### src/rtl/thresh_cfg_pkg.sv
// thresh_cfg_pkg: shared types and defaults
// for the threshold load controller.
package thresh_cfg_pkg;

  typedef enum logic [2:0] {
    IDLE,
    CAPTURE,
    CHECK,
    COMMIT,
    RELEASE
  } state_t;

  typedef enum logic {
    TGT_TEMP,
    TGT_LIGHT
  } target_t;

  localparam logic [7:0] DEF_TEMP_THRESH  = 8'd30;
  localparam logic [7:0] DEF_LIGHT_THRESH = 8'd100;

endpackage

### src/rtl/btn_debounce.sv
// btn_debounce: 2-FF synchronizer plus
// counter debouncer with rise pulse.
module btn_debounce #(
  parameter logic [15:0] DEBOUNCE_CYCLES = 16'd50000
) (
  input  logic clk,
  input  logic reset_n,
  input  logic raw,
  output logic level,
  output logic rise
);

  logic        s1;
  logic        s2;
  logic [15:0] cnt;

  // Sync the raw input; flip level after N disagreeing samples.
  always_ff @(posedge clk or negedge reset_n) begin
    if (!reset_n) begin
      s1    <= 1'b0;
      s2    <= 1'b0;
      cnt   <= 16'd0;
      level <= 1'b0;
      rise  <= 1'b0;
    end else begin
      s1   <= raw;
      s2   <= s1;
      rise <= 1'b0;
      if (s2 == level) begin
        cnt <= 16'd0;
      end else if (cnt == DEBOUNCE_CYCLES - 16'd1) begin
        cnt   <= 16'd0;
        level <= s2;
        rise  <= s2;
      end else begin
        cnt <= cnt + 16'd1;
      end
    end
  end

endmodule

### src/rtl/threshold_load_ctrl.sv
// threshold_load_ctrl: debounced, arbitrated,
// range-checked one-shot threshold writes.
module threshold_load_ctrl
  import thresh_cfg_pkg::*;
#(
  parameter logic [15:0] DEBOUNCE_CYCLES = 16'd50000,
  parameter logic [7:0]  TEMP_MAX        = 8'd80,
  parameter logic [7:0]  LIGHT_MIN       = 8'd10
) (
  input  logic       clk,
  input  logic       reset_n,
  input  logic       btn_temp_raw,
  input  logic       btn_light_raw,
  input  logic [7:0] switch_input,
  output logic       load_temp,
  output logic       load_light,
  output logic [7:0] wr_data,
  output logic       busy,
  output logic       err_range
);

  logic    t_lvl;
  logic    t_rise;
  logic    l_lvl;
  logic    l_rise;
  state_t  state_q;
  state_t  state_d;
  target_t tgt_q;
  logic [7:0] hold_q;
  logic    err_q;
  logic    legal;

  btn_debounce #(
    .DEBOUNCE_CYCLES(DEBOUNCE_CYCLES)
  ) u_db_temp (
    .clk    (clk),
    .reset_n(reset_n),
    .raw    (btn_temp_raw),
    .level  (t_lvl),
    .rise   (t_rise)
  );

  btn_debounce #(
    .DEBOUNCE_CYCLES(DEBOUNCE_CYCLES)
  ) u_db_light (
    .clk    (clk),
    .reset_n(reset_n),
    .raw    (btn_light_raw),
    .level  (l_lvl),
    .rise   (l_rise)
  );

  assign legal = (tgt_q == TGT_TEMP)
               ? (hold_q <= TEMP_MAX)
               : (hold_q >= LIGHT_MIN);

  // Next-state logic for the press sequencer.
  always_comb begin
    state_d = state_q;
    unique case (state_q)
      IDLE:    if (t_rise || l_rise) state_d = CAPTURE;
      CAPTURE: state_d = CHECK;
      CHECK:   state_d = legal ? COMMIT : RELEASE;
      COMMIT:  state_d = RELEASE;
      RELEASE: if (!t_lvl && !l_lvl) state_d = IDLE;
      default: state_d = IDLE;
    endcase
  end

  // State, target, held value and sticky error registers.
  always_ff @(posedge clk or negedge reset_n) begin
    if (!reset_n) begin
      state_q <= IDLE;
      tgt_q   <= TGT_TEMP;
      hold_q  <= 8'h00;
      err_q   <= 1'b0;
    end else begin
      state_q <= state_d;
      if (state_q == IDLE && (t_rise || l_rise))
        tgt_q <= t_rise ? TGT_TEMP : TGT_LIGHT;
      if (state_q == CAPTURE)
        hold_q <= switch_input;
      if (state_q == CHECK)
        err_q <= !legal;
    end
  end

  assign load_temp  = (state_q == COMMIT)
                   && (tgt_q == TGT_TEMP);
  assign load_light = (state_q == COMMIT)
                   && (tgt_q == TGT_LIGHT);
  assign wr_data    = hold_q;
  assign busy       = (state_q != IDLE);
  assign err_range  = err_q;

endmodule

### config.mk
export PLATFORM = sky130hd
export DESIGN_NAME = threshold_load_ctrl
export DESIGN_NICKNAME = d
export VERILOG_FILES = /design/src/rtl/thresh_cfg_pkg.sv /design/src/rtl/btn_debounce.sv /design/src/rtl/threshold_load_ctrl.sv
export SDC_FILE = /design/constraint.sdc
export NUM_CORES = 1
export LEC_CHECK = 0
export ABC_AREA = 1
export CAP_MARGIN = 20
export CORE_MARGIN = 2
export CORE_UTILIZATION = 40
export CTS_BUF_LIST = sky130_fd_sc_hd__clkbuf_2
export CTS_CLUSTER_SIZE = 20
export DETAILED_ROUTE_END_ITERATION = 10
export PLACE_DENSITY = 0.69
export SYNTH_ARGS = -nofsm -noshare
export SYNTH_HDL_FRONTEND = slang
export SYNTH_SLANG_ARGS = --single-unit
### constraint.sdc
create_clock -name clk -period 1.52 [get_ports clk]
set_clock_uncertainty 0.2 [all_clocks]
set_input_delay 0.228 -clock clk [delete_from_list [all_inputs] [get_ports clk]]
set_output_delay 0.228 -clock clk [all_outputs]
set_load 0.05 [all_outputs]
==> out/qor.log, run 1 <==
INFO  yosys          dominantRegCellSynth=sky130_fd_sc_hd__dfrtp_1
INFO  yosys          most_instantiated_library_cell_after_synthesis=sky130_fd_sc_hd__nor2_1
INFO  final_layout   num-nets-final=403
INFO  worst_setup_path required_time_worst_endpoint=1090ps
INFO  drt            initialDrtViolationCount=114
INFO  power          total_power=2.48mW
INFO  worst_setup_path critical_path.endpoint_type=output port
INFO  yosys          ys_ff_latch=53
INFO  grt            total_grt_overflow=0
INFO  drt            vias_per_instance=5.02
INFO  die            die_h=86.4microns
INFO  cts            cts-root-to-sink-buffers=2
INFO  yosys          syn_inst=329
INFO  sta            relSlewSlack=77.5%
INFO  worst_setup_path r2r.worst_path.cells=6
INFO  grt            via_count_of_the_first_global_routing_pass=2178
INFO  sta            setup_viol_count_final=6
INFO  drt            route.detailed.drc=0
INFO  yosys          synth_top_area_share=48.8%
INFO  final_layout   n_antenna_cell=0
INFO  cts            htreeDepth=2
INFO  die            row_count=30
INFO  power          p_leak=1.55nW
INFO  die            dieArea=0.00747sqmm
INFO  worst_setup_path cp_data_arrival_time=1380ps
INFO  sta            finalCriticalPeriod=1810ps
INFO  sta            rsz_0062_raised_after_global_routing=yes
INFO  yosys          synth-async-reset-ratio=100%
INFO  worst_setup_path timing.critical_path.cells=buf_6 > nand3_4 > nor2_4 > buf_12
INFO  sta            maxClockFrequency=553MHz
INFO  cts            tritoncts=yes
INFO  drt            routed-via-count=2359
INFO  yosys          synth_top_cells_by_area=sky130_fd_sc_hd__dfrtp_1, sky130_fd_sc_hd__nor2_1, sky130_fd_sc_hd__nand2_1
INFO  drt            antenna_left=0
INFO  worst_setup_path regToRegSetupSlack=10ps
INFO  hold_path      hold_path_class=primary input to asynchronous set/reset pin
INFO  sta            worst_margin_pin_slew=337ps
INFO  worst_setup_path slowest_delay=470ps
INFO  yosys          synth_edf_count=0
INFO  sta            timing.final.max_slew_violations=0
INFO  yosys          synth.cell_area=0.00272sqmm
INFO  place          buffer_ports.inserted=23
INFO  final_layout   area.growth.synth_to_final=37.8%
INFO  outcome        run_status=complete, but fails checks
INFO  worst_setup_path critical_path.max_fanout=3
INFO  cts            cts-root-buf=sky130_fd_sc_hd__clkbuf_2
INFO  die            core_area=0.00668sqmm
INFO  worst_setup_path worstReg2RegStart=u_db_temp.cnt[4]
INFO  worst_setup_path crit_path_end=load_light
INFO  cts            numCtsBuffers=5
INFO  die            die-width=86.4microns
INFO  yosys          synth.distinct_cells=31
INFO  cts            cts.clk_slew.worst_paths=270ps
INFO  place          pre_cts_slack=-5.52ps
INFO  grt            grt_first_pass_wirelength=9.71mm
INFO  die            initial_utilization=40.7%
INFO  worst_setup_path critical_path.startpoint_type=flip-flop
INFO  worst_setup_path cp.depth=4
INFO  final_layout   drive_above_1_share=31.8%
INFO  cts            numClockSinks=53
INFO  grt            grt_usage=16.1%
INFO  worst_setup_path worst-setup-path-type=flip-flop to output port
INFO  yosys          synth_nets=343
INFO  worst_setup_path crit_family=flip-flops
INFO  sta            hold_slack=55.3ps
INFO  yosys          synth_top_area_cell=sky130_fd_sc_hd__dfrtp_1
INFO  yosys          synthesis.yosys.warnings=0
INFO  drt            routed_wl=6.16mm
INFO  outcome        failed_checks=setup timing
INFO  drt            dr_wl_cell=13.1microns
INFO  place          detailed_place_hpwl=3.93mm
INFO  grt            initial_antenna_violation_count=0
INFO  power          max-vdd-ir-drop=0.356mV
INFO  sta            hold_viol=0
INFO  run            max-cap-violations=0
INFO  yosys          seq_area_frac_synth=48.8%
INFO  drt            drt-pass1-iter-count=4
INFO  worst_setup_path combined_buffer_and_inverter_count_along_the_critical_path=2
INFO  grt            grt_max_degree=54
INFO  worst_setup_path crit_reg_reg_endpoint=u_db_temp.cnt[10]
INFO  sta            post_route_worst_setup_slack=-288ps
INFO  yosys          synthesis.area_per_instance=8.26squm
INFO  worst_setup_path setup.worst_path.start=state_q[0]
INFO  place          gp_congestion=0.868
INFO  yosys          synth_common_cells=sky130_fd_sc_hd__nor2_1, sky130_fd_sc_hd__nand2_1, sky130_fd_sc_hd__dfrtp_1
INFO  cts            clock_insertion_delay_worst_skew=450ps
INFO  sta            timing.final.crit_share=119%
INFO  worst_setup_path worst_path_max_delay_cell=sky130_fd_sc_hd__dfrtp_1
INFO  die            io_pins=24
INFO  power          power_density=663mW/mm^2
## layer usage
metal,global-route usage (%),part of all wire [%],up-vias
li1,-,-,1176
met1,21.3,45,1133
met2,26.7,51,44
met3,3.24,3.1,6
met4,4.83,1.3,0
met5,0,0,-
## power by group
part	total (mW)	switching, mW	internal (mW)
sequential	1.48	0.0361	1.44
clock	0.730	0.458	0.271
combinational	0.274	0.144	0.130
total	2.48	0.638	1.85
## how the worst min path moves through the flow
stage,end,slack (ps),cells after the start,from
after floorplan,err_range,-270,0,reset_n
after global placement,u_db_light.cnt[5],40,2,reset_n
after detailed placement,u_db_light.cnt[5],40,2,reset_n
after CTS,u_db_temp.cnt[4],40,3,reset_n
after global routing,wr_data[6],50,3,reset_n
final,u_db_temp.cnt[4],60,3,reset_n
## worst reg2reg max path, stage by stage (launching register included)
cell                      delay (ps)
sky130_fd_sc_hd__dfrtp_2         520
sky130_fd_sc_hd__nor2_1          110
sky130_fd_sc_hd__nand3_1         120
sky130_fd_sc_hd__nor2_4          180
sky130_fd_sc_hd__nand2_2         100
sky130_fd_sc_hd__nand2_4         140
sky130_fd_sc_hd__nor3_2           70
## placed cells by master, fill, tap and decap left out, drive strengths merged
cell           Yosys  routed
clkbuf             0       5
a21oi             16      16
nor3b              2       2
dfrtp             53      53
xnor2              4       4
inv               39      39
xor2              10      10
nor2              75      75
bufinv             0       1
o21a               1       1
dlygate4sd3        0       3
nand4              8       8
a31oi              1       1
nand3             30      32
o21bai             1       1
clkinv             0       1
nor3              13      13
nand2             67      67
clkinvlp           0       1
buf                1      39
o211ai             1       1
o21ai              4       4
or2                1       1
clkdlybuf4s50      0      10
ha                 2       2
## cells by family (layout without fill, tap and decap cells)
kind of cell / count (synthesis) / count (layout) / share of synthesized area (%)
xor gates and xnor gates: 14 / 14 / 5.06
adders and majority gates: 2 / 2 / 0.920
buffers and inverters: 40 / 99 / 5.57
DFF: 53 / 53 / 48.8
AOI/OAI and AO/OA: 24 / 24 / 5.02
and+or+nand+nor: 196 / 198 / 34.7
## through the flow
step / cell area [sq um] / setup TNS (ps) / std cells / util [%]
floorplan: 2720 / -323 / 329 / -
global placement: 3210 / 0 / 438 / 48.1
detailed placement: 3210 / -5.52 / 438 / 48.1
CTS: 3470 / -2480 / 462 / 51.9
global route: 3750 / -2160 / 470 / 56.1
finish: 3750 / -880 / 470 / 56.1
## flip-flops by register name, indices dropped and copies added (netlist names)
name and count:
err_range 1, state_q 3, tgt_q 1, u_db_light.cnt 16
u_db_light.level 1, u_db_light.rise 1, u_db_light.s1 1, u_db_light.s2 1
u_db_temp.cnt 16, u_db_temp.level 1, u_db_temp.rise 1, u_db_temp.s1 1
u_db_temp.s2 1, wr_data 8
## layout make-up
class	count	area (sq um)
Fill cell	587	2930
Multi-Input combinational cell	238	1510
Sequential cell	53	1340
Timing Repair Buffer	52	582
Inverter	39	151
Tap cell	80	100
Clock inverter	3	41.3
Clock buffer	5	25.0
## repair_timing
action                                  CTS  global route
cloned                                    0             2
gates resized for setup                  15            53
buffers inserted                         13             9
hold endpoints to repair                 55             0
endpoints found under the setup margin   22            52
pin swaps                                 5            18
hold buffers                              3             0
No activity file was read; power rests on OpenSTA's default activity.
==> inputs of run 2 (changes only) <==
--- a/config.mk
+++ b/config.mk
@@ -12,7 +12,7 @@
 export CTS_BUF_LIST = sky130_fd_sc_hd__clkbuf_2
 export CTS_CLUSTER_SIZE = 20
 export DETAILED_ROUTE_END_ITERATION = 10
-export PLACE_DENSITY = 0.69
+export PLACE_DENSITY = 0.67
 export SYNTH_ARGS = -nofsm -noshare
 export SYNTH_HDL_FRONTEND = slang
 export SYNTH_SLANG_ARGS = --single-unit
==> constraint.sdc (replaced) <==
create_clock -name clk -period 1.7 [get_ports clk]
set_clock_uncertainty 0.2 [all_clocks]
set_input_delay 0.255 -clock clk [delete_from_list [all_inputs] [get_ports clk]]
set_output_delay 0.255 -clock clk [all_outputs]
set_load 0.05 [all_outputs]
==> run 2 against run 1 <==
The flow still finishes with violations (setup timing). Clock-buffer cell count unchanged. Global-route usage down 0.28 points. Sequential cell count unchanged. Via count down 5.8%. Register-to-register slack better by 130 ps. Non-clock buffer count down 14. Power down 12%. Combinational power down 27%. First-iteration DRC count up 6.1%. Clock power down 8.2%. Design area down 10%. Sequential power down 11%. Critical endpoint is now busy. Highest routed layer unchanged.
==> out/qor.log, run 2 (synthesis gave the netlist of run 1 again) <==
INFO  power          internal_power=1.63mW
INFO  drt            dr_wl_cell=12.0microns
INFO  final_layout   most_common_library_cell_in_the_layout_ignoring_fill_and_taps=sky130_fd_sc_hd__nor2_1
INFO  worst_setup_path cp_data_arrival_time=1410ps
INFO  die            row_count=30
INFO  worst_setup_path required_time_worst_endpoint=1240ps
INFO  drt            routed-via-count=2221
INFO  grt            grt_first_pass_wirelength=9.40mm
INFO  die            dieArea=0.00747sqmm
INFO  final_layout   layout.cells.most_common_list=sky130_fd_sc_hd__nor2_1, sky130_fd_sc_hd__nand2_1, sky130_fd_sc_hd__dfrtp_1
INFO  sta            setup_viol_count_final=3
INFO  hold_path      hold_path_class=primary input to asynchronous set/reset pin
INFO  place          gp_congestion=0.855
INFO  worst_setup_path worst-setup-path-type=flip-flop to output port
INFO  die            die-width=86.4microns
INFO  cts            numCtsBuffers=5
INFO  drt            vias_per_instance=4.89
INFO  drt            initialDrtViolationCount=121
INFO  sta            post_route_worst_setup_slack=-164ps
INFO  drt            routed_wl=5.44mm
INFO  drt            antenna_left=0
INFO  sta            finalCriticalPeriod=1860ps
INFO  final_layout   n_antenna_cell=0
INFO  power          max-vdd-ir-drop=0.331mV
INFO  cts            cts-root-to-sink-buffers=2
INFO  grt            grt_max_degree=29
INFO  sta            maxClockFrequency=537MHz
INFO  cts            cts.clk_slew.worst_paths=300ps
INFO  final_layout   finalNonFillerCells=454
INFO  worst_setup_path crit_family=flip-flops
INFO  power          pwr-share-comb=9.1%
INFO  sta            rsz_0062_raised_after_global_routing=yes
INFO  place          placed_instances=435
INFO  place          buffer_ports.inserted=23
INFO  place          pre_cts_slack=129ps
INFO  worst_setup_path worst_path_max_delay_cell=sky130_fd_sc_hd__dfrtp_1
INFO  outcome        run_status=complete, but fails checks
INFO  grt            via_count_of_the_first_global_routing_pass=2113
INFO  power          pwr-share-seq=60.2%
INFO  power          power_density=650mW/mm^2
INFO  final_layout   fill_cells=627
INFO  final_layout   num-nets-final=387
INFO  worst_setup_path timing.critical_path.cells=nor2_2 > nand2_1 > buf_6
INFO  drt            drt-pass1-iter-count=4
INFO  sta            relSlewSlack=76.3%
INFO  power          clock_power_share=30.7%
INFO  drt            route.detailed.drc=0
INFO  run            max-cap-violations=0
INFO  power          switchingPower=0.556mW
INFO  worst_setup_path critical_path.endpoint_type=output port
INFO  outcome        failed_checks=setup timing
INFO  grt            total_grt_overflow=0
INFO  sta            timing.final.max_slew_violations=0
INFO  power          sw_frac_of_total=25.5%
INFO  worst_setup_path regToRegSetupSlack=140ps
INFO  cts            cts-root-buf=sky130_fd_sc_hd__clkbuf_2
INFO  die            die_h=86.4microns
INFO  cts            tritoncts=yes
INFO  worst_setup_path combined_buffer_and_inverter_count_along_the_critical_path=1
INFO  sta            hold_viol=0
INFO  grt            grt_usage=15.8%
INFO  sta            worst_margin_pin_slew=353ps
INFO  sta            timing.final.crit_share=110%
INFO  power          p_leak=1.46nW
INFO  die            io_pins=24
INFO  place          detailed_place_hpwl=4.02mm
INFO  grt            initial_antenna_violation_count=0
INFO  worst_setup_path slowest_delay=500ps
INFO  cts            numClockSinks=53
INFO  die            core_area=0.00668sqmm
INFO  cts            clock_insertion_delay_worst_skew=460ps
INFO  worst_setup_path critical_path.startpoint_type=flip-flop
INFO  die            initial_utilization=40.7%
INFO  worst_setup_path critical_path.max_fanout=3
INFO  final_layout   drive_above_1_share=20.1%
INFO  final_layout   area.growth.synth_to_final=23.5%
INFO  cts            htreeDepth=2
-- run 2: cell count changes in the layout (fill, tap and decap cells not counted), moves of 5 or more --
cell                      before  now
sky130_fd_sc_hd__dfrtp_2       8    1
sky130_fd_sc_hd__nand3_4       8    3
sky130_fd_sc_hd__nor2_1       52   62
sky130_fd_sc_hd__buf_4        23   14
sky130_fd_sc_hd__dfrtp_1      45   52
sky130_fd_sc_hd__nor2_4       13    8
sky130_fd_sc_hd__nand2_1      52   57
sky130_fd_sc_hd__nor2_2       10    5
sky130_fd_sc_hd__nand3_1      20   25
-- run 2: cell type report --
class,count,area (sq um),area share [%]
multi-input cells,236,1280,38.2
well taps,80,100,2.98
repair buffers,38,432,12.9
inverters,39,146,4.36
clock inverters,3,46.3,1.38
clock buffers,5,25.0,0.745
flip-flops and latches,53,1330,39.5
-- run 2: what timing repair did --
action / CTS / global route
setup buffers: 6 / 2
hold buffers: 3 / 0
setup endpoints to repair: 3 / 5
pin swaps: 2 / 1
gates resized for setup: 9 / 3
endpoints found under the hold margin: 55 / 0
-- run 2: worst min-delay path: stages --
cell and delay (ps):
sky130_fd_sc_hd__dlygate4sd3_1 530, sky130_fd_sc_hd__buf_2 110, sky130_fd_sc_hd__buf_4 300
-- run 2: final timing paths --
| path | startpoint | end | depth (start not counted) |
|---|---|---|---|
| worst max-delay path | state_q[1] | busy | 3 |
| worst min-delay path | reset_n | wr_data[5] | 3 |
| worst max register to register | u_db_light.cnt[1] | u_db_light.cnt[3] | 6 |
| worst min register to register | u_db_temp.s1 | u_db_temp.s2 | 0 |
| max in group asynchronous | reset_n | u_db_light.cnt[0] | 3 |
| min in group clk | switch_input[4] | wr_data[4] | 3 |
-- run 2: routing by layer --
layer | vias up | part of all wire (%) | track usage (%)
li1 | 1142 | - | -
met1 | 1048 | 48 | 21.0
met2 | 26 | 48 | 26.0
met3 | 5 | 3.4 | 3.90
met4 | 0 | 0.86 | 3.98
met5 | - | 0 | 0
-- run 2: power groups by stage --
stage	clock (mW)	sequential (mW)	combinational, mW
floorplan	0	1.36	0.0538
global placement	0	1.33	0.196
detailed placement	0	1.33	0.198
CTS	0.700	1.31	0.203
global route	0.758	1.32	0.220
finish	0.670	1.31	0.199
-- run 2: stage by stage --
stage,TNS (ps),cell area (sq um),hold slack [ps],util (%),power [mW]
floorplan,0,2720,-241,-,1.42
global placement,0,3150,78.3,47.2,1.53
detailed placement,0,3150,81.1,47.2,1.53
CTS,-473,3330,45.2,49.9,2.22
global route,-698,3360,67.9,50.3,2.30
finish,-405,3360,59.4,50.3,2.18
==> inputs of run 3 (changes only) <==
--- a/config.mk
+++ b/config.mk
@@ -7,12 +7,12 @@
 export LEC_CHECK = 0
 export ABC_AREA = 1
 export CAP_MARGIN = 20
-export CORE_MARGIN = 2
+export CORE_MARGIN = 8
 export CORE_UTILIZATION = 40
 export CTS_BUF_LIST = sky130_fd_sc_hd__clkbuf_2
 export CTS_CLUSTER_SIZE = 20
 export DETAILED_ROUTE_END_ITERATION = 10
-export PLACE_DENSITY = 0.67
+export PLACE_DENSITY_LB_ADDON = 0.25
 export SYNTH_ARGS = -nofsm -noshare
 export SYNTH_HDL_FRONTEND = slang
 export SYNTH_SLANG_ARGS = --single-unit
==> run 3 against run 2 <==
The run still ends with setup timing left. Critical path type unchanged. Combinational power is 3% higher. Via count is 1.6% lower. Non-clock buffer count is 3 lower. Hold slack worse by 17 ps. Critical endpoint unchanged. Power rose by 6.4%. Global-route usage fell by 3.7 points. Clock-buffer cell count unchanged.
==> out/qor.log, run 3 (synthesis gave the netlist of run 1 again) <==
INFO  drt            dr_wl_cell=12.3microns
INFO  final_layout   n_antenna_cell=0
INFO  worst_setup_path critical_path.endpoint_type=output port
INFO  place          gp_congestion=0.854
INFO  sta            maxClockFrequency=535MHz
INFO  hold_path      hold_path_class=primary input to flip-flop
INFO  final_layout   most_common_library_cell_in_the_layout_ignoring_fill_and_taps=sky130_fd_sc_hd__nor2_1
INFO  power          power_density=687mW/mm^2
INFO  grt            grt_usage=12.1%
INFO  worst_setup_path critical_path.max_fanout=4
INFO  run            max-cap-violations=0
INFO  outcome        failed_checks=setup timing
INFO  place          pre_cts_slack=154ps
INFO  cts            numClockSinks=53
INFO  final_layout   area.growth.synth_to_final=24.3%
INFO  cts            cts-root-to-sink-buffers=2
INFO  sta            setup_viol_count_final=3
INFO  drt            initialDrtViolationCount=84
INFO  grt            via_count_of_the_first_global_routing_pass=2102
INFO  die            die-width=98.4microns
INFO  die            dieArea=0.00969sqmm
INFO  place          detailed_place_hpwl=4.08mm
INFO  grt            grt_first_pass_wirelength=9.69mm
INFO  drt            vias_per_instance=4.85
INFO  drt            routed_wl=5.53mm
INFO  die            initial_utilization=40.7%
INFO  grt            grt_max_degree=54
INFO  cts            cts-root-buf=sky130_fd_sc_hd__clkbuf_2
INFO  sta            relSlewSlack=75.7%
INFO  drt            drt-pass1-iter-count=4
INFO  worst_setup_path critical_path.startpoint_type=flip-flop
INFO  outcome        run_status=complete, but fails checks
INFO  final_layout   drive_above_1_share=19.4%
INFO  sta            timing.final.crit_share=110%
INFO  final_layout   fill_cells=632
INFO  sta            worst_margin_pin_slew=361ps
INFO  worst_setup_path worst-setup-path-type=flip-flop to output port
INFO  worst_setup_path required_time_worst_endpoint=1240ps
INFO  worst_setup_path cp_data_arrival_time=1410ps
INFO  grt            total_grt_overflow=0
INFO  drt            route.detailed.drc=0
INFO  drt            antenna_left=0
INFO  sta            hold_slack=41.9ps
INFO  die            die_h=98.4microns
INFO  final_layout   num-nets-final=384
INFO  die            core_area=0.00668sqmm
INFO  die            row_count=30
INFO  cts            tritoncts=yes
INFO  power          p_leak=1.48nW
INFO  sta            rsz_0062_raised_after_global_routing=yes
INFO  drt            routed-via-count=2186
INFO  sta            finalCriticalPeriod=1870ps
INFO  sta            hold_viol=0
INFO  sta            timing.final.max_slew_violations=0
INFO  final_layout   layout.cells.most_common_list=sky130_fd_sc_hd__nor2_1, sky130_fd_sc_hd__nand2_1, sky130_fd_sc_hd__dfrtp_1
INFO  cts            htreeDepth=2
INFO  sta            post_route_worst_setup_slack=-169ps
INFO  cts            numCtsBuffers=5
INFO  power          max-vdd-ir-drop=0.279mV
INFO  cts            clock_insertion_delay_worst_skew=460ps
INFO  cts            cts.clk_slew.worst_paths=270ps
INFO  grt            initial_antenna_violation_count=0
INFO  die            io_pins=24
INFO  place          buffer_ports.inserted=23
[run 3: cell types whose count changed in the layout (fill, tap and decap cells not counted), sizes merged]
cell         change
bufinv           +1
buf              -2
dlygate4sd3      -1
clkinvlp         -1
[run 3: final timing paths]
kind / startpoint / to / slack, ps / cells past startpoint
hold reg to reg: u_db_temp.s1 / u_db_temp.s2 / 200 / 0
min in group asynchronous: reset_n / u_db_light.level / 60 / 3
max in group asynchronous: reset_n / u_db_light.s1 / 960 / 3
setup reg to reg: u_db_temp.cnt[0] / u_db_temp.cnt[8] / 140 / 6
hold / removal: btn_light_raw / u_db_light.s1 / 40 / 1
setup / recovery: state_q[0] / busy / -170 / 3
[run 3: cell type report]
type	count	area (sq um)	share of cell area, %
clock inverter	3	65.1	1.93
clock buffer	5	25.0	0.740
multi-input combinational	236	1270	37.6
inverter	39	146	4.33
timing repair buffer	35	444	13.1
tap	80	100	2.96
sequential	53	1330	39.3
[run 3: timing repair]
item,4_1_cts,5_1_grt
setup endpoints to repair,3,3
resized for setup,10,0
pin swaps,2,2
setup buffers,4,3
hold buffers,1,1
hold endpoints to repair,53,1
[run 3: layer usage]
| layer | wire length, microns | global-route usage [%] | up-vias |
|---|---|---|---|
| met5 | 0 | 0 | - |
| met4 | 51 | 3.54 | 0 |
| met3 | 198 | 2.96 | 6 |
| met2 | 2580 | 19.2 | 22 |
| met1 | 2700 | 15.8 | 1030 |
| li1 | - | - | 1128 |
[run 3: critical path: stages (launching register included)]
cell and delay [ps]:
sky130_fd_sc_hd__dfrtp_2 510, sky130_fd_sc_hd__nor2_2 170, sky130_fd_sc_hd__nand2_1 120, sky130_fd_sc_hd__buf_6 170
[run 3: per-stage QoR]
step                      instances  area (sq um)  total power [mW]  util, %  setup TNS (ps)
after detailed placement        434          3180              1.54     47.6               0
after global routing            451          3380              2.41     50.6            -712
after CTS                       447          3350              2.35     50.1            -519
after global placement          434          3180              1.54     47.6               0
after floorplan                 329          2720              1.42        -               0
final                           451          3380              2.32     50.6            -461
[run 3: power by group]
part / switching [mW] / internal (mW)
Sequential: 0.0247 / 1.29
Clock: 0.411 / 0.393
Combinational: 0.112 / 0.0925
